--- src/rtl/div_arbiter.sv ---
// Round-robin front end that shares one sequential divider among N_REQ clients.
// Reports divide-by-zero and divider hang as error responses so no client stalls.
module div_arbiter #(
    parameter int N_REQ   = 4,
    parameter int W       = 4,
    parameter int RW      = 3,
    parameter int TIMEOUT = 15
) (
    input  logic               clk,
    input  logic               clear,
    input  logic [N_REQ-1:0]   req,
    input  logic [N_REQ*W-1:0] req_a,
    input  logic [N_REQ*W-1:0] req_b,
    output logic [N_REQ-1:0]   gnt,
    output logic [N_REQ-1:0]   done,
    output logic [W-1:0]       res_q,
    output logic [RW-1:0]      res_r,
    output logic               res_err,
    output logic               arb_busy,
    output logic [W-1:0]       div_a,
    output logic [W-1:0]       div_b,
    output logic               div_start,
    input  logic [W-1:0]       div_q,
    input  logic [RW-1:0]      div_r,
    input  logic               div_busy,
    input  logic               div_ready
);

    localparam int IW = (N_REQ > 1) ? $clog2(N_REQ) : 1;
    localparam int CW = $clog2(TIMEOUT + 1);
    localparam logic [N_REQ-1:0] ONE_HOT0 = {{(N_REQ-1){1'b0}}, 1'b1};

    typedef enum logic [1:0] {
        ST_IDLE  = 2'd0,
        ST_ISSUE = 2'd1,
        ST_WAIT  = 2'd2,
        ST_RESP  = 2'd3
    } state_t;

    state_t            state_r, state_s;
    logic [IW-1:0]     ptr_r, ptr_s;
    logic [IW-1:0]     win_r, win_s;
    logic [CW-1:0]     cnt_r, cnt_s, cnt_inc_s;
    logic [IW:0]       pick_s;
    logic [IW-1:0]     pick_idx_s;
    logic [N_REQ-1:0]  pick_oh_s, win_oh_s;
    logic [W-1:0]      sel_a_s, sel_b_s;
    logic [N_REQ-1:0]  gnt_s, done_s;
    logic [W-1:0]      res_q_s, div_a_s, div_b_s;
    logic [RW-1:0]     res_r_s;
    logic              res_err_s, arb_busy_s, div_start_s;

    // Returns {found, index} of the first set request at or above ptr, wrapping.
    function automatic logic [IW:0] rr_pick(input logic [N_REQ-1:0] r,
                                            input logic [IW-1:0]    p);
        logic [IW:0] res;
        int          idx;
        res = '0;
        for (int k = N_REQ - 1; k >= 0; k--) begin
            idx = (int'(p) + k) % N_REQ;
            res = r[idx] ? {1'b1, IW'(idx)} : res;
        end
        return res;
    endfunction

    // Candidate winner and its operands, only consumed in IDLE.
    always_comb begin
        pick_s     = rr_pick(req, ptr_r);
        pick_idx_s = pick_s[IW-1:0];
        pick_oh_s  = ONE_HOT0 << pick_idx_s;
        win_oh_s   = ONE_HOT0 << win_r;
        sel_a_s    = req_a[pick_idx_s*W +: W];
        sel_b_s    = req_b[pick_idx_s*W +: W];
        cnt_inc_s  = cnt_r + CW'(1);
    end

    // Next-state and next-output logic of the transaction FSM.
    always_comb begin
        state_s     = state_r;
        ptr_s       = ptr_r;
        win_s       = win_r;
        cnt_s       = cnt_r;
        gnt_s       = gnt;
        done_s      = '0;
        res_q_s     = res_q;
        res_r_s     = res_r;
        res_err_s   = res_err;
        div_a_s     = div_a;
        div_b_s     = div_b;
        div_start_s = 1'b0;
        case (state_r)
            ST_IDLE: begin
                if (pick_s[IW]) begin
                    win_s   = pick_idx_s;
                    gnt_s   = pick_oh_s;
                    div_a_s = sel_a_s;
                    div_b_s = sel_b_s;
                    // A zero divisor never reaches the divider; answer straight away.
                    if (sel_b_s == {W{1'b0}}) begin
                        state_s   = ST_RESP;
                        done_s    = pick_oh_s;
                        res_err_s = 1'b1;
                        res_q_s   = {W{1'b1}};
                        res_r_s   = {RW{1'b0}};
                    end else begin
                        state_s     = ST_ISSUE;
                        div_start_s = 1'b1;
                    end
                end else begin
                    state_s = ST_IDLE;
                end
            end
            ST_ISSUE: begin
                cnt_s   = {CW{1'b0}};
                state_s = ST_WAIT;
            end
            ST_WAIT: begin
                if (div_ready && !div_busy) begin
                    state_s   = ST_RESP;
                    done_s    = win_oh_s;
                    res_q_s   = div_q;
                    res_r_s   = div_r;
                    res_err_s = 1'b0;
                end else if (cnt_inc_s == CW'(TIMEOUT)) begin
                    state_s   = ST_RESP;
                    done_s    = win_oh_s;
                    res_q_s   = {W{1'b0}};
                    res_r_s   = {RW{1'b0}};
                    res_err_s = 1'b1;
                end else begin
                    cnt_s = cnt_inc_s;
                end
            end
            ST_RESP: begin
                gnt_s   = '0;
                state_s = ST_IDLE;
                if (win_r == IW'(N_REQ - 1)) begin
                    ptr_s = {IW{1'b0}};
                end else begin
                    ptr_s = win_r + IW'(1);
                end
            end
            default: begin
                state_s = ST_IDLE;
                gnt_s   = '0;
            end
        endcase
        arb_busy_s = (state_s != ST_IDLE);
    end

    // State and registered outputs; clear aborts any transaction silently.
    always_ff @(posedge clk or negedge clear) begin
        if (!clear) begin
            state_r   <= ST_IDLE;
            ptr_r     <= {IW{1'b0}};
            win_r     <= {IW{1'b0}};
            cnt_r     <= {CW{1'b0}};
            gnt       <= '0;
            done      <= '0;
            res_q     <= {W{1'b0}};
            res_r     <= {RW{1'b0}};
            res_err   <= 1'b0;
            arb_busy  <= 1'b0;
            div_a     <= {W{1'b0}};
            div_b     <= {W{1'b0}};
            div_start <= 1'b0;
        end else begin
            state_r   <= state_s;
            ptr_r     <= ptr_s;
            win_r     <= win_s;
            cnt_r     <= cnt_s;
            gnt       <= gnt_s;
            done      <= done_s;
            res_q     <= res_q_s;
            res_r     <= res_r_s;
            res_err   <= res_err_s;
            arb_busy  <= arb_busy_s;
            div_a     <= div_a_s;
            div_b     <= div_b_s;
            div_start <= div_start_s;
        end
    end

endmodule

--- config.mk ---
export PLATFORM = sky130hd
export DESIGN_NAME = div_arbiter
export DESIGN_NICKNAME = d
export VERILOG_FILES = /design/src/rtl/div_arbiter.sv
export SDC_FILE = /design/constraint.sdc
export NUM_CORES = 1
export LEC_CHECK = 0
export ABC_AREA = 0
export BUFFER_PORTS_ARGS = -buffer_cell sky130_fd_sc_hd__buf_2
export CAP_MARGIN = 10
export CORE_UTILIZATION = 44
export DETAILED_ROUTE_END_ITERATION = 10
export PLACE_DENSITY = 0.72
export RECOVER_POWER = 100
export SLEW_MARGIN = 5
export SYNTH_ARGS = -nofsm -noshare
export SYNTH_HDL_FRONTEND = slang
export SYNTH_SLANG_ARGS = --single-unit
export TNS_END_PERCENT = 50
--- constraint.sdc ---
create_clock -name clk -period 7.55 [get_ports clk]
set_input_delay 1.51 -clock clk [delete_from_list [all_inputs] [get_ports clk]]
set_output_delay 1.51 -clock clk [all_outputs]
set_load 0.01 [all_outputs]
==> results.ini <==
[synthesis]
seq_area_frac_synth_pct=43.6
netlist_instances=203
syn_area_mm2=0.00207
synth.largest_area_cell=dfrtp_1
syn_avg_cell_area_um2=10.2
yosysUniqueCellTypes=35
netlist_top_cells_area=dfrtp_1, mux2i_1, mux2_4
ys_seq_elements=36
ys.warnings.count=0
synth_fp_nets=259
synth_top_area_share_pct=43.6

[critical_path]
reg2reg_from=ptr_r[1]
r2r_cells=8
critPathTopFamily=compound AO/OA/AOI/OAI gates
regToRegSetupSlack_ns=3.47
path_class=in -> reg
crit_chain=clkbuf_1 > a21oi_1 > o21a_1 > o22ai_1 > mux2i_1 > mux2_1 > nand4_1 > a21oi_4 > mux2_1
crit_required_ns=7.71
crit_path_start_kind=input pin
crit_buf_inv=1
slowest_delay_ns=1.60
path_common_cell=mux2_1
critPathCaptureType=flop
reg2reg_to=res_q[0]
cpMaxStageDelayCell=o22ai_1
crit_fanout=23
cp.arrival_ns=5.20

[sta]
setup_viol=0
fin_crit_sh_pct=66.7
drv_slew=61
hold_viol_final=0
fin_setup_tns_ns=0
fmax_mhz=198
relSlewSlack_pct=-49.3
tightest_slew_ns=2.24
fin_skew_ns=0.00479
fin_crit_ns=5.04
rsz0062_at_grt=no

[detailed_routing]
via_per_inst=5.08
drcViolationCount=10
avgRoutedWirePerCell_um=12.8
drt_wl_total_um=4160
vias=1655
detailedRoute.firstIterationViolations=78
route.antenna.remaining_nets=0
dr.pass1.iters=7

[clocking]
cts.sinks=36
tritoncts=built
ctsHoldBuffers=0
worstSkewPairLatency_ns=0.28
clk_transition_reported_paths_ns=0.07
cts-root-buf=clkbuf_8
clockBufferDepth=2
cts_buffers=5
postCtsSetupBuffers=0
htreeDepth=2
cts_resized=0

[floorplanning]
start_util_pct=46.5
chipWidth_um=70.5
io_pins=73
num_rows=24
core_area_mm2=0.00444
fp.dieArea_mm2=0.00498
die_h_um=70.5

[power]
post-layout-total-power_uw=886
p_leak_uw=0.00118
ir_worst_vdd_mv=0.150
power_per_cell_area_mw_per_mm2=359

[global_route]
grt_pass1_wl_um=7050
antenna_found_initial=0
grt_pass1_vias=1559
grt_max_degree=37
track_usage_pct=17.9
grt_overflow=0

[flow_run]
drv_cap=2

[final_layout]
mostFrequentLayoutCells=buf_2, dfrtp_1, nand2_1
area_growth_pct=19.5
drive_gt1_share_pct=22.6
nNetsFinal=329
final_common_cell=buf_2
diodes=0

[hold_path]
min_from=div_a[0]
min_path_cells=2
hold_end=div_a[0]
hp-class=reg -> reg

[status]
outcome=finished with violations
violations=DRC, capacitance limit, slew limit

[placement]
gp_congestion=0.776
io_buffers=72
hpwlAfterDp_um=2950

Yosys cell counts:
cell type,count
mux2_4,9
mux2i_1,15
o22ai_4,1
nor2b_1,5
a21oi_1,6
nand4_1,1
buf_1,2
o21a_1,1
nand2b_1,4
nor3_1,1
nor2_1,5
and2_0,1
nor3_2,1
dfrtp_1,36
inv_1,10
nor4_1,1
a22oi_1,2
clkbuf_1,5
nand3_1,5
o21ai_0,23
buf_6,1
ha_1,9
a21oi_4,1
xnor2_1,1
o22ai_1,1
and3_1,3
mux2_2,8
o31ai_1,1
a22o_1,5
nand4_4,1
buf_2,2
a21o_1,1
nand2_1,32
a31oi_1,2
o41ai_1,1
registers in the layout, summed over array words and instances (netlist names):
register   cells
div_a          4
res_q          4
ptr_r          2
arb_busy       1
div_b          4
res_err        1
state_r        2
gnt            4
div_start      1
cnt_r          4
win_r          2
res_r          3
done           4
where the power goes:
group	total, uW	switching (uW)	internal (uW)
clock network	165	67.5	98.0
logic	409	240	169
registers	311	47.0	264
logic make-up after synthesis:
| family | synth area share, % |
|---|---|
| and+or+nand+nor | 14.2 |
| muxes | 18.2 |
| AOI/OAI and AO/OA | 14.0 |
| buffers and inverters | 4.12 |
| adders and majority gates | 5.45 |
| DFF | 43.6 |
| xor gates and xnor gates | 0.424 |
metal layers:
layer | vias up | track usage (%) | routed length, um
met5 | - | 0 | 0
met4 | 0 | 6.00 | 36
met3 | 4 | 4.84 | 269
met2 | 71 | 29.4 | 1950
met1 | 737 | 23.0 | 1910
li1 | 843 | - | -
stage by stage:
stage / instances / cell area, um^2 / setup slack (ns) / util, % / hold WS [ns]
after global routing: 326 / 2470 / 2.16 / 55.6 / 0.510
after floorplan: 203 / 2070 / 4.15 / - / 0.500
after detailed placement: 318 / 2460 / 3.50 / 55.3 / 0.465
after CTS: 326 / 2570 / 3.80 / 57.8 / 0.483
after global placement: 318 / 2460 / 3.58 / 55.3 / 0.458
final: 326 / 2470 / 2.51 / 55.6 / 0.482
worst max-delay path by stage:
stage                     startpoint  endpoint  slack, ns  cells past startpoint
after floorplan               req[0]   res_err       4.15                      9
after global placement        req[0]  res_r[2]       3.58                      9
after detailed placement      req[0]  res_q[0]       3.50                      9
after CTS                     req[0]   res_err       3.80                      9
after global routing          req[0]   res_err       2.16                      9
final                         req[0]  res_q[0]       2.51                      9
worst reg2reg max path, cell delays in order (launching register included):
cell and delay [ns]:
dfrtp_1 0.46, a21oi_1 0.11, o21a_1 0.17, o22ai_1 1.60
mux2i_1 0.32, mux2_1 0.19, nand4_1 0.30, a21oi_4 0.43
mux2_1 0.37
cell type report:
class                      instances  area, um^2
fill                             404        1970
multi-input combinational        147        1030
sequential                        36         901
timing repair buffer              73         329
clock buffer                       6        72.6
tap                               52        65.1
inverter                          10        37.5
clock inverter                     2        35.0
No activity file was read; power rests on OpenSTA's default activity.
